[src/rtl/frame_buffer_arbiter.sv]
// Single-port frame buffer arbiter: the display reader has priority, and the writer
// gets a forced grant after STARVE_LIMIT consecutive denied cycles.
module frame_buffer_arbiter #(
  parameter int ADDRESS_WIDTH = 15,
  parameter int DATA_WIDTH    = 8,
  parameter int STARVE_LIMIT  = 4
) (
  input  logic                     clock,
  input  logic                     reset_n,
  input  logic                     read_request_in,
  input  logic [ADDRESS_WIDTH-1:0] read_address_in,
  output logic                     read_grant_out,
  output logic [DATA_WIDTH-1:0]    read_data_out,
  output logic                     read_data_out_valid,
  input  logic                     write_request_in,
  input  logic [ADDRESS_WIDTH-1:0] write_address_in,
  input  logic [DATA_WIDTH-1:0]    write_data_in,
  output logic                     write_grant_out,
  output logic [ADDRESS_WIDTH-1:0] memory_address_out,
  output logic                     memory_write_enable_out,
  output logic [DATA_WIDTH-1:0]    memory_write_data_out,
  input  logic [DATA_WIDTH-1:0]    memory_read_data_in,
  output logic [15:0]              conflict_count_out
);

  localparam logic [3:0] STARVE_MAX = 4'(STARVE_LIMIT);

  logic [3:0]               starve_q, starve_d;
  logic [15:0]              conflict_q, conflict_d;
  logic [ADDRESS_WIDTH-1:0] addr_q, addr_d;
  logic [DATA_WIDTH-1:0]    wdata_q, wdata_d;
  logic [DATA_WIDTH-1:0]    rdata_q, rdata_d;
  logic                     valid_q, valid_d;
  logic                     forced_s, read_grant_s, write_grant_s;

  // Grants are combinational and gated by reset so they drop the moment reset_n falls.
  always_comb begin
    forced_s      = read_request_in && write_request_in && (starve_q == STARVE_MAX);
    read_grant_s  = 1'b0;
    write_grant_s = 1'b0;
    if (!reset_n) begin
      read_grant_s  = 1'b0;
      write_grant_s = 1'b0;
    end else if (read_request_in && !forced_s) begin
      read_grant_s = 1'b1;
    end else if (write_request_in) begin
      write_grant_s = 1'b1;
    end else begin
      read_grant_s  = 1'b0;
      write_grant_s = 1'b0;
    end
  end

  // RAM-side outputs pass the winner through and otherwise hold the last driven value.
  always_comb begin
    if (read_grant_s) begin
      addr_d = read_address_in;
    end else if (write_grant_s) begin
      addr_d = write_address_in;
    end else begin
      addr_d = addr_q;
    end
    if (write_grant_s) begin
      wdata_d = write_data_in;
    end else begin
      wdata_d = wdata_q;
    end
    if (valid_q) begin
      rdata_d = memory_read_data_in;
    end else begin
      rdata_d = rdata_q;
    end
    valid_d = read_grant_s;
  end

  // Writer starvation counter and saturating conflict counter.
  always_comb begin
    if (write_grant_s) begin
      starve_d = 4'd0;
    end else if (write_request_in && (starve_q < STARVE_MAX)) begin
      starve_d = starve_q + 4'd1;
    end else begin
      starve_d = starve_q;
    end
    if (read_request_in && write_request_in && (conflict_q != 16'hFFFF)) begin
      conflict_d = conflict_q + 16'd1;
    end else begin
      conflict_d = conflict_q;
    end
  end

  // State registers.
  always_ff @(posedge clock or negedge reset_n) begin
    if (!reset_n) begin
      starve_q   <= 4'd0;
      conflict_q <= 16'd0;
      addr_q     <= '0;
      wdata_q    <= '0;
      rdata_q    <= '0;
      valid_q    <= 1'b0;
    end else begin
      starve_q   <= starve_d;
      conflict_q <= conflict_d;
      addr_q     <= addr_d;
      wdata_q    <= wdata_d;
      rdata_q    <= rdata_d;
      valid_q    <= valid_d;
    end
  end

  assign read_grant_out          = read_grant_s;
  assign write_grant_out         = write_grant_s;
  assign memory_address_out      = addr_d;
  assign memory_write_enable_out = write_grant_s;
  assign memory_write_data_out   = wdata_d;
  assign read_data_out_valid     = valid_q;
  assign read_data_out           = rdata_d;
  assign conflict_count_out      = conflict_q;

endmodule

[config.mk]
export PLATFORM = sky130hd
export DESIGN_NAME = frame_buffer_arbiter
export DESIGN_NICKNAME = d
export VERILOG_FILES = /design/src/rtl/frame_buffer_arbiter.sv
export SDC_FILE = /design/constraint.sdc
export NUM_CORES = 1
export LEC_CHECK = 0
export CAP_MARGIN = 20
export CORE_UTILIZATION = 40
export DETAILED_ROUTE_END_ITERATION = 16
export PLACE_DENSITY = 0.79
export SYNTH_ARGS = -nofsm -noshare
export SYNTH_HDL_FRONTEND = slang
export SYNTH_SLANG_ARGS = --single-unit
[constraint.sdc]
create_clock -name clock -period 4.2 [get_ports clock]
set_input_delay 0.84 -clock clock [delete_from_list [all_inputs] [get_ports clock]]
set_output_delay 0.84 -clock clock [all_outputs]
set_load 0.01 [all_outputs]
==> reports/results.md, run 1 <==
- complete, no violations — run status
- in2out — Worst Path Class, Setup
- write_request_in — first element of the critical path
- 300 ps — clock latency at the later pin of the worst-skew pair
- 683 ps — Tightest Pin Transition
- 0.255 GHz — fmax
- 78.1 µm — die height
- 52 — register bit total from synthesis
- 0.832 — weighted congestion reported at the end of routability-driven placement
- 7.44 ps — Worst Skew
- 1.62 mW — overall power after layout
- 54.2% — worst relative slew slack
- 51.5% — synth-to-layout area growth
- done — CTS tree
- 10.0 µm² — Synth Area per Inst
- clkdlybuf4s50_1, nand2_1, a21o_1, clkinv_1, buf_4, nand2_1, nand2_1, clkdlybuf4s50_1 — Critical Path, Cell by Cell
- 2150 ps — setup slack, reg-to-reg
- 2035 — number of global-route vias before repair
- 0 — count of synthesis-stage warnings from yosys
- 272 ps — setup slack of the critical path after layout
- 30 — Netlist cell types
- false — setup repair after global routing missed its margin
- 3930 ps — clock period minus final worst setup slack
- 9.24 mm — wire length of the first global-routing pass
- 0.00339 mm² — Post-Place Cell Area
- output pin — critical path capture point type
- 0 — remaining routing DRC violations
- 952 µm² — combined area of the multi-input logic cells
- 0 — final-report setup violation count
- 4 — count of TritonRoute iterations in the first routing pass
- 0 — buffer count from post-CTS setup fixing
- 0 — total congestion overflow after global routing
- 2 — Clock H-tree levels
- 25 — Crit Path Max Fanout
- 0.00351 mm² — cell area after layout
- 2 — Bufs on Longest Clock Path
- 78.1 µm — die extent in x
- 0 — number of antenna violations at the first check in global routing
- 0 — count of inserted antenna diode cells
- wdata_q[0] — worst hold start
- 0 — Antenna Nets Post-Route
- 0.00232 mm² — post-synthesis instance area
- 93.5% — part of the cycle the worst path needs
- 52 — number of sinks on the clock net
- 463 — number of filler cells placed in the layout
- 5 — number of clock buffers inserted by TritonCTS
- 4.98 — number of vias per cell after detailed routing
- 101 — ports placed on the boundary
- 0 — number of maximum-capacitance violations
- reg2reg — Worst Hold Class
- 0 — Slew Viols, Final
- 0.00130 mm² — register area
- buffers and inverters — CP delay by family, top
- 100 ps — clk slew on worst S/H paths
- 0 ps — sum of negative setup slack
- 0.00554 mm² — placeable core region
- 231 — Post-Synthesis Cells
- 13.6 µm — final routed wire length divided by cell count
- 8.08% — ratio of cells with drive above 1 in the final layout
- 284 — Mapped Nets
- 5.52 mm — Post-Route WL
- clkinv_1 — standard cell with the maximum stage delay on the critical path
- 4 — Crit path buffers/inverters
- 1.60 nW — Leak Pwr
- 53 — pin count of the biggest net entering global routing
- 41.8% — effective utilization at floorplan
- 0.00610 mm² — Die Outline Area
- 256 ps — pre-CTS WS
- nand2_1 — most frequent cell on the critical path
- 56.1% — Seq/Total Area, Yosys
- 19.3% — global router's overall resource usage
- 0 — number of buffers inserted for hold repair after clock tree synthesis
- starve_q[0] — FF-to-FF Start
- 0.267 mV — maximum ir drop on the vdd rail
- 460 mW/mm² — ratio of total power to cell area
- 70 — number of design-rule violations left by the first detailed-router iteration
- 4.02 mm — detailed-placement wirelength estimate
- 27 — num rows
- 540 ps — critical path's largest stage delay
- clkbuf_8 — clk root buf
- 2023 — total number of vias
- 0 — CTS resizes
- 386 — Nets
- 3090 ps — crit path DAT
- 3360 ps — data required time of the worst path
- input port — element type at the critical path start
- 0 — final number of hold-violating endpoints
- 100 — port buffer count
==> cells by family after synthesis <==
logic type | synth area share, %
xor+xnor | 5.67
flops | 56.1
buf+inv | 2.81
compound gates | 7.50
mux | 5.02
simple gates | 21.3
fa+ha+maj | 1.62
==> final timing paths <==
path / end / cells after the start
worst min register to register: wdata_q[0] / 2
worst min-delay path: wdata_q[0] / 2
worst max-delay path: memory_write_data_out[6] / 8
worst max register to register: wdata_q[6] / 8
min in group asynchronous: conflict_count_out[1] / 2
max in group asynchronous: starve_q[1] / 2
==> routing by layer <==
layer	vias to the layer above	share of wire, %	track usage [%]
met3	7	8.8	6.40
met5	-	0	0
li1	981	-	-
met1	961	41	22.5
met2	74	49	33.4
met4	0	0.85	5.93
==> cell type report <==
type                    count  area share, %
multi-input cells         164           27.1
inverters                   6          0.641
clock buffers               6           2.35
repair buffers            104           29.2
clock inverters             2           1.10
flip-flops and latches     52           37.0
well taps                  72           2.56
==> report_power, final <==
| group | switching [mW] | total, mW | internal [mW] | leakage (nW) |
|---|---|---|---|---|
| Clock | 0.162 | 0.357 | 0.195 | 0.0614 |
| Combinational | 0.243 | 0.564 | 0.321 | 0.901 |
| Sequential | 0.0778 | 0.696 | 0.618 | 0.636 |
| Total | 0.482 | 1.62 | 1.13 | 1.60 |
==> state kept, by name, summed over array words and instances (netlist names) <==
name,cells
starve_q,4
rdata_q,8
addr_q,15
read_data_out_valid,1
wdata_q,8
conflict_count_out,16
==> tightest hold or removal path, cell delays in order (launching register included) <==
cell and delay, ps:
dfrtp_1 330, nand2_1 40, nand2_1 70
==> per-stage QoR <==
step / hold slack (ps) / util (%) / cells
2_1_floorplan: 502 / - / 231
3_3_place_gp: 452 / 61.2 / 398
3_5_place_dp: 464 / 61.2 / 398
4_1_cts: 488 / 63.4 / 406
5_1_grt: 511 / 63.4 / 406
6_report: 480 / 63.4 / 406
==> cell usage in the layout (no fill, tap or decap) <==
cell type,instances
mux2_4,1
dfrtp_1,52
a31oi_1,1
buf_4,4
bufinv_16,1
a21o_1,1
and4_1,3
clkinv_4,1
clkdlybuf4s50_1,99
a21oi_1,31
nand4b_1,1
ha_1,3
buf_2,1
and2_1,2
nand2_1,46
nor4_1,4
nand3_1,5
nor2_1,24
nor2_2,1
xnor2_1,3
and3_1,1
mux2_2,9
nand4_1,5
nor3b_1,2
inv_1,5
xor2_1,12
nand3b_1,1
nand4_2,2
o21ai_0,1
clkbuf_8,6
nor3_1,4
clkinv_1,1
nor4_4,1
==> synth_stat cells <==
library cell,number,area share (%)
nor3_1,4,0.86
nor4_1,4,1.1
nand3_1,5,1.1
mux2_4,1,0.65
and3_1,1,0.27
nand4_2,2,1.1
xor2_1,12,4.5
a21oi_1,31,6.7
dfrtp_1,52,56
nor3b_1,2,0.65
a31oi_1,1,0.27
nor4_4,1,0.92
nand4b_1,1,0.38
nor2_1,24,3.9
clkinv_1,1,0.16
nand4_1,5,1.3
and4_1,3,1.1
inv_1,5,0.81
xnor2_1,3,1.1
nand3b_1,1,0.32
and2_1,2,0.54
a21o_1,1,0.32
mux2_2,9,4.4
nor2_2,1,0.27
clkbuf_1,4,0.65
ha_1,3,1.6
nand2_1,46,7.4
o21ai_0,1,0.22
buf_4,1,0.32
buf_2,4,0.86
Power figures use the tool's default switching activity.
==> run 2, diff against run 1 <==
--- a/config.mk
+++ b/config.mk
@@ -6,9 +6,11 @@
 export NUM_CORES = 1
 export LEC_CHECK = 0
 export CAP_MARGIN = 20
+export CORE_MARGIN = 2
 export CORE_UTILIZATION = 40
 export DETAILED_ROUTE_END_ITERATION = 16
 export PLACE_DENSITY = 0.79
+export SLEW_MARGIN = 20
 export SYNTH_ARGS = -nofsm -noshare
 export SYNTH_HDL_FRONTEND = slang
 export SYNTH_SLANG_ARGS = --single-unit
==> reports/results.md, run 2 (synthesis gave the netlist of run 1 again) <==
- complete, no violations — run status
- 4 — count of TritonRoute iterations in the first routing pass, unchanged
- 640 ps — Tightest Pin Transition, -42.8 ps
- 4.09 mm — detailed-placement wirelength estimate, +1.6%
- 2045 — total number of vias, +1.1%
- 0 — final number of hold-violating endpoints, unchanged
- 0.00554 mm² — placeable core region, unchanged
- 21.7% — met1 track demand over resource, -0.81 points
- 6.36 ps — Worst Skew, -1.08 ps
- 53 — pin count of the biggest net entering global routing, unchanged
- 62.8% — final core utilization, -0.56 points
- 52 — number of sinks on the clock net, unchanged
- input port — element type at the critical path start
- 0 — total congestion overflow after global routing, unchanged
- 81 — number of design-rule violations left by the first detailed-router iteration, +16%
- 9.09 mm — wire length of the first global-routing pass, -1.6%
- 80.1 µm — die extent in x, +2.6%
- 5.59 mm — Post-Route WL, +1.2%
- 0.00642 mm² — Die Outline Area, +5.2%
- 0 — number of buffers inserted for hold repair after clock tree synthesis, unchanged
- 2 — Bufs on Longest Clock Path, unchanged
- nand2_1 — most frequent cell on the critical path
- 31.2% — global-route met2 utilization, -2.3 points
- 3360 ps — data required time of the worst path, about the same
- 300 ps — clock latency at the later pin of the worst-skew pair, about the same
- done — CTS tree
- 22 — Crit Path Max Fanout, -12%
- 0 — remaining routing DRC violations, unchanged
- 5.04 — number of vias per cell after detailed routing, +1.1%
- 0 — final-report setup violation count, unchanged
- 510 ps — critical path's largest stage delay, -30 ps
- 0 — Slew Viols, Final, unchanged
- 17.8% — global router's overall resource usage, -1.5 points
- 406 — final instance count without filler cells, unchanged
- 0 — count of inserted antenna diode cells, unchanged
- 386 — Nets, unchanged
- 0.260 GHz — fmax, +2.1%
- clkdlybuf4s50_1, nand2_1, a21o_1, clkinv_1, buf_4, nand2_1, nand2_1, clkdlybuf4s50_1 — Critical Path, Cell by Cell
- 2 — Clock H-tree levels, unchanged
- 91.6% — part of the cycle the worst path needs, -1.9 points
- 101 — ports placed on the boundary, unchanged
- met2 — global route hottest layer
- 8.08% — ratio of cells with drive above 1 in the final layout, unchanged
- 4.94% — met3 Usage GRT, -1.5 points
- output pin — critical path capture point type
- in2out — Worst Path Class, Setup
- 444 mW/mm² — ratio of total power to cell area, -3.5%
- 41.8% — effective utilization at floorplan, unchanged
- 0.822 — weighted congestion reported at the end of routability-driven placement, -1.3%
- 2059 — number of global-route vias before repair, +1.2%
- 16 — flip-flop count of the largest register after layout, unchanged
- 3010 ps — crit path DAT, -80 ps
- clkdlybuf4s50_1 — most common cell after layout, fill and taps aside
- reg2reg — Worst Hold Class
- 80.1 µm — die height, +2.6%
- 57.4% — worst relative slew slack, +3.1 points
- clkdlybuf4s50_1 — standard cell with the maximum stage delay on the critical path
- 5 — number of clock buffers inserted by TritonCTS, unchanged
- clkdlybuf4s50_1, dfrtp_1, nand2_1 — most used cells in the layout excluding fill and tap cells
- 13.8 µm — final routed wire length divided by cell count, +1.2%
- clkbuf_8 — clk root buf
- 0 — number of antenna violations at the first check in global routing, unchanged
- 398 — Cell Count Post-Placement, unchanged
- 27 — num rows, unchanged
- 2230 ps — setup slack, reg-to-reg, +80 ps
- 3850 ps — clock period minus final worst setup slack, -79.1 ps
- 0 ps — sum of negative setup slack, unchanged
- false — setup repair after global routing missed its margin
- 0 — Antenna Nets Post-Route, unchanged
- 0 — buffer count from post-CTS setup fixing, unchanged
- 100 — port buffer count, unchanged
- 50.2% — synth-to-layout area growth
- 100 ps — clk slew on worst S/H paths, about the same
- 0 — CTS resizes, unchanged
- 0.225 mV — maximum ir drop on the vdd rail, -16%
- 1.58 nW — Leak Pwr, -1.1%
- 0 — number of maximum-capacitance violations, unchanged
==> run 2: final timing paths <==
check,start,endpoint,cells after the start
worst max-delay path,write_request_in,memory_write_data_out[5],8
worst min-delay path,wdata_q[7],wdata_q[7],2
worst max register to register,starve_q[0],wdata_q[5],8
worst min register to register,wdata_q[7],wdata_q[7],2
max in group asynchronous,reset_n,starve_q[2],2
min in group asynchronous,reset_n,conflict_count_out[3],2
==> run 2: final cells by class <==
class | count | area (µm²)
Clock buffer | 5 | 68.8
Clock inverter | 3 | 21.3
Fill cell | 510 | 2060
Inverter | 6 | 22.5
Multi-Input combinational cell | 164 | 952
Sequential cell | 52 | 1300
Tap cell | 72 | 90.1
Timing Repair Buffer | 104 | 1030
==> run 2: layer usage <==
layer	vias to the layer above	wire length (µm)
met2	95	2780
met4	0	35
met3	4	487
met5	-	0
met1	966	2290
li1	980	-
==> run 2: per-stage QoR <==
stage          power [mW]  setup slack [ps]  hold WS, ps  cell area [µm²]
6_report             1.55               351          480             3480
5_1_grt              1.65               102          513             3480
4_1_cts              1.57               321          488             3480
3_5_place_dp         1.28               324          462             3390
3_3_place_gp         1.26               399          454             3390
2_1_floorplan       0.942              1550          502             2320
==> run 2: where the power goes <==
part / leakage (nW) / internal (mW) / switching, mW
clock: 0.0445 / 0.119 / 0.165
sequential: 0.636 / 0.618 / 0.0777
combinational: 0.901 / 0.322 / 0.245
==> run 2: critical path: cells and delay by family <==
family | cells | cell delay [ps]
simple gates | 3 | 240
buf+inv | 4 | 1820
compound gates | 1 | 100
==> run 3, diff against run 2 <==
--- a/config.mk
+++ b/config.mk
@@ -6,8 +6,8 @@
 export NUM_CORES = 1
 export LEC_CHECK = 0
 export CAP_MARGIN = 20
-export CORE_MARGIN = 2
 export CORE_UTILIZATION = 40
+export CTS_BUF_LIST = sky130_fd_sc_hd__clkbuf_8
 export DETAILED_ROUTE_END_ITERATION = 16
 export PLACE_DENSITY = 0.79
 export SLEW_MARGIN = 20
==> constraint.sdc (replaced) <==
create_clock -name clock -period 4.2 [get_ports clock]
set_input_delay 0.84 -clock clock [delete_from_list [all_inputs] [get_ports clock]]
set_output_delay 0.84 -clock clock [all_outputs]
set_load 0.05 [all_outputs]
==> reports/results.md, run 3 (synthesis gave the netlist of run 1 again) <==
- 100 — port buffer count, unchanged
- 2066 — number of global-route vias before repair, +0.34%
- 0.00554 mm² — placeable core region, unchanged
- 90 ps — clk slew on worst S/H paths, about the same
- 385 — Nets, -0.26%
- 2032 — total number of vias, -0.64%
- 37.8% — power share of the sequential group, -7.2 points
- 539 mW/mm² — ratio of total power to cell area, +21%
- 1.03 mW — Cell Int Power, -2.7%
- 0 — buffer count from post-CTS setup fixing, unchanged
- 9.03 mm — wire length of the first global-routing pass, -0.68%
- 2120 ps — setup slack, reg-to-reg, -110 ps
- 3360 ps — data required time of the worst path, about the same
- 5.03 — number of vias per cell after detailed routing, -0.14%
- 0 — number of buffers inserted for hold repair after clock tree synthesis, unchanged
- 0.00610 mm² — Die Outline Area, -4.9%
- 47.7% — logic gate share of total power, +11 points
- 78.1 µm — die height, -2.5%
- 27 — num rows, unchanged
- 18.9% — global router's overall resource usage, +1.1 points
- 0 — final number of hold-violating endpoints, unchanged
- 4 — count of TritonRoute iterations in the first routing pass, unchanged
- 2860 ps — crit path DAT, -150 ps
- 15.4% — ratio of cells with drive above 1 in the final layout, +7.3 points
- 3700 ps — clock period minus final worst setup slack, -150 ps
- clkdlybuf4s50_1, dfrtp_1, nand2_1 — most used cells in the layout excluding fill and tap cells
- 0 — Antenna Nets Post-Route, unchanged
- 300 ps — clock latency at the later pin of the worst-skew pair, about the same
- 0 — CTS resizes, unchanged
- 16 — flip-flop count of the largest register after layout, unchanged
- 101 — ports placed on the boundary, unchanged
- output pin — critical path capture point type
- 52 — number of sinks on the clock net, unchanged
- 14.5% — portion of total power attributed to the clock network, -3.8 points
- 41.8% — effective utilization at floorplan, unchanged
- 48.7% — worst relative slew slack, -8.6 points
- 478 — number of filler cells placed in the layout, -6.3%
- starve_q[0] — FF-to-FF Start
- 0.270 GHz — fmax, +4.0%
- 3.91 mm — detailed-placement wirelength estimate, -4.4%
- 48 — pin count of the biggest net entering global routing, -9.4%
- 0.00130 mm² — register area, unchanged
- 78.1 µm — die extent in x, -2.5%
- 0 — number of antenna violations at the first check in global routing, unchanged
- 812 µW — switching component of the power, +66%
- 2 — Bufs on Longest Clock Path, unchanged
- clkdlybuf4s50_1 — most common cell after layout, fill and taps aside
- 111 — number of design-rule violations left by the first detailed-router iteration, +37%
- 0 — count of inserted antenna diode cells, unchanged
- 501 ps — setup slack of the critical path after layout, +150 ps
- write_request_in — first element of the critical path
- 0 ps — sum of negative setup slack, unchanged
- 0.00333 mm² — Post-Place Cell Area, -1.8%
- addr_q[1] — capturing point of the worst reg2reg path
- 0 — number of maximum-capacitance violations, unchanged
- 0.00341 mm² — cell area after layout, -2.0%
- clkbuf_8 — clk root buf
- 475 ps — pre-CTS WS, +151 ps
- 28 — Crit Path Max Fanout, +27%
- in2async — Worst Hold Class
- 0 — final-report setup violation count, unchanged
- 13.4 µm — final routed wire length divided by cell count, -2.8%
- 4.75 ps — Worst Skew, -1.61 ps
- 0 — remaining routing DRC violations, unchanged
- in2out — Worst Path Class, Setup
- input port — element type at the critical path start
- 952 µm² — combined area of the multi-input logic cells, unchanged
- done — CTS tree
- 47.2% — synth-to-layout area growth
- 0.393 mV — maximum ir drop on the vdd rail, +75%
- 44.1% — Sw Share, +13 points
- 88.1% — part of the cycle the worst path needs, -3.6 points
- 1.60 nW — Leak Pwr, +1.3%
- 2 — Clock H-tree levels, unchanged
- 0 — total congestion overflow after global routing, unchanged
- 7 — Worst Reg2Reg Path Length in Cells, -1
- 0.828 — weighted congestion reported at the end of routability-driven placement, +0.78%
- complete, no violations — run status
- 5 — number of clock buffers inserted by TritonCTS, unchanged
- 5.41 mm — Post-Route WL, -3.2%
- 764 ps — Tightest Pin Transition, +125 ps
- 0 — Slew Viols, Final, unchanged
- memory_address_out[1] — Critical Path Sink
- false — setup repair after global routing missed its margin
==> run 3: worst max-delay path, stage by stage <==
cell             delay (ps)
clkdlybuf4s50_1         490
nand2_1                 110
a21o_1                  110
clkinv_1                600
a21oi_1                 370
a21oi_1                 120
buf_4                   200
==> run 3: final cells by class <==
type	instances	area share (%)
clock buffer	5	2.02
sequential	52	38.1
inverter	6	0.660
multi-input combinational	164	27.9
timing repair buffer	103	28.3
clock inverter	2	0.367
tap	72	2.64
==> run 3: metal layers <==
layer | vias to the layer above | share of wire (%) | track usage, %
met1 | 964 | 41 | 21.7
met4 | 0 | 1.1 | 5.74
met3 | 5 | 8.9 | 6.74
met5 | - | 0 | 0
met2 | 81 | 49 | 32.8
li1 | 982 | - | -
==> run 3: per-stage QoR <==
step / hold slack, ps / instances / power [mW] / util, %
after floorplan: 504 / 231 / 1.28 / -
after global placement: 456 / 397 / 1.57 / 60.1
after detailed placement: 459 / 397 / 1.59 / 60.1
after CTS: 348 / 404 / 1.87 / 61.6
after global routing: 355 / 404 / 1.95 / 61.6
final: 361 / 404 / 1.84 / 61.6
==> run 3: how the worst min path moves through the flow <==
| stage | slack (ps) | end | depth (start not counted) | startpoint |
|---|---|---|---|---|
| after floorplan | 500 | starve_q[3] | 1 | starve_q[3] |
| after global placement | 460 | wdata_q[4] | 2 | wdata_q[4] |
| after detailed placement | 460 | wdata_q[1] | 2 | wdata_q[1] |
| after CTS | 350 | addr_q[14] | 1 | reset_n |
| after global routing | 350 | wdata_q[6] | 1 | reset_n |
| final | 360 | wdata_q[1] | 1 | reset_n |
==> run 3: power groups by stage <==
stage	sequential [mW]	clock [mW]	combinational [mW]
after floorplan	0.786	0	0.497
after global placement	0.701	0	0.872
after detailed placement	0.707	0	0.883
after CTS	0.697	0.283	0.886
after global routing	0.711	0.302	0.934
final	0.696	0.267	0.878
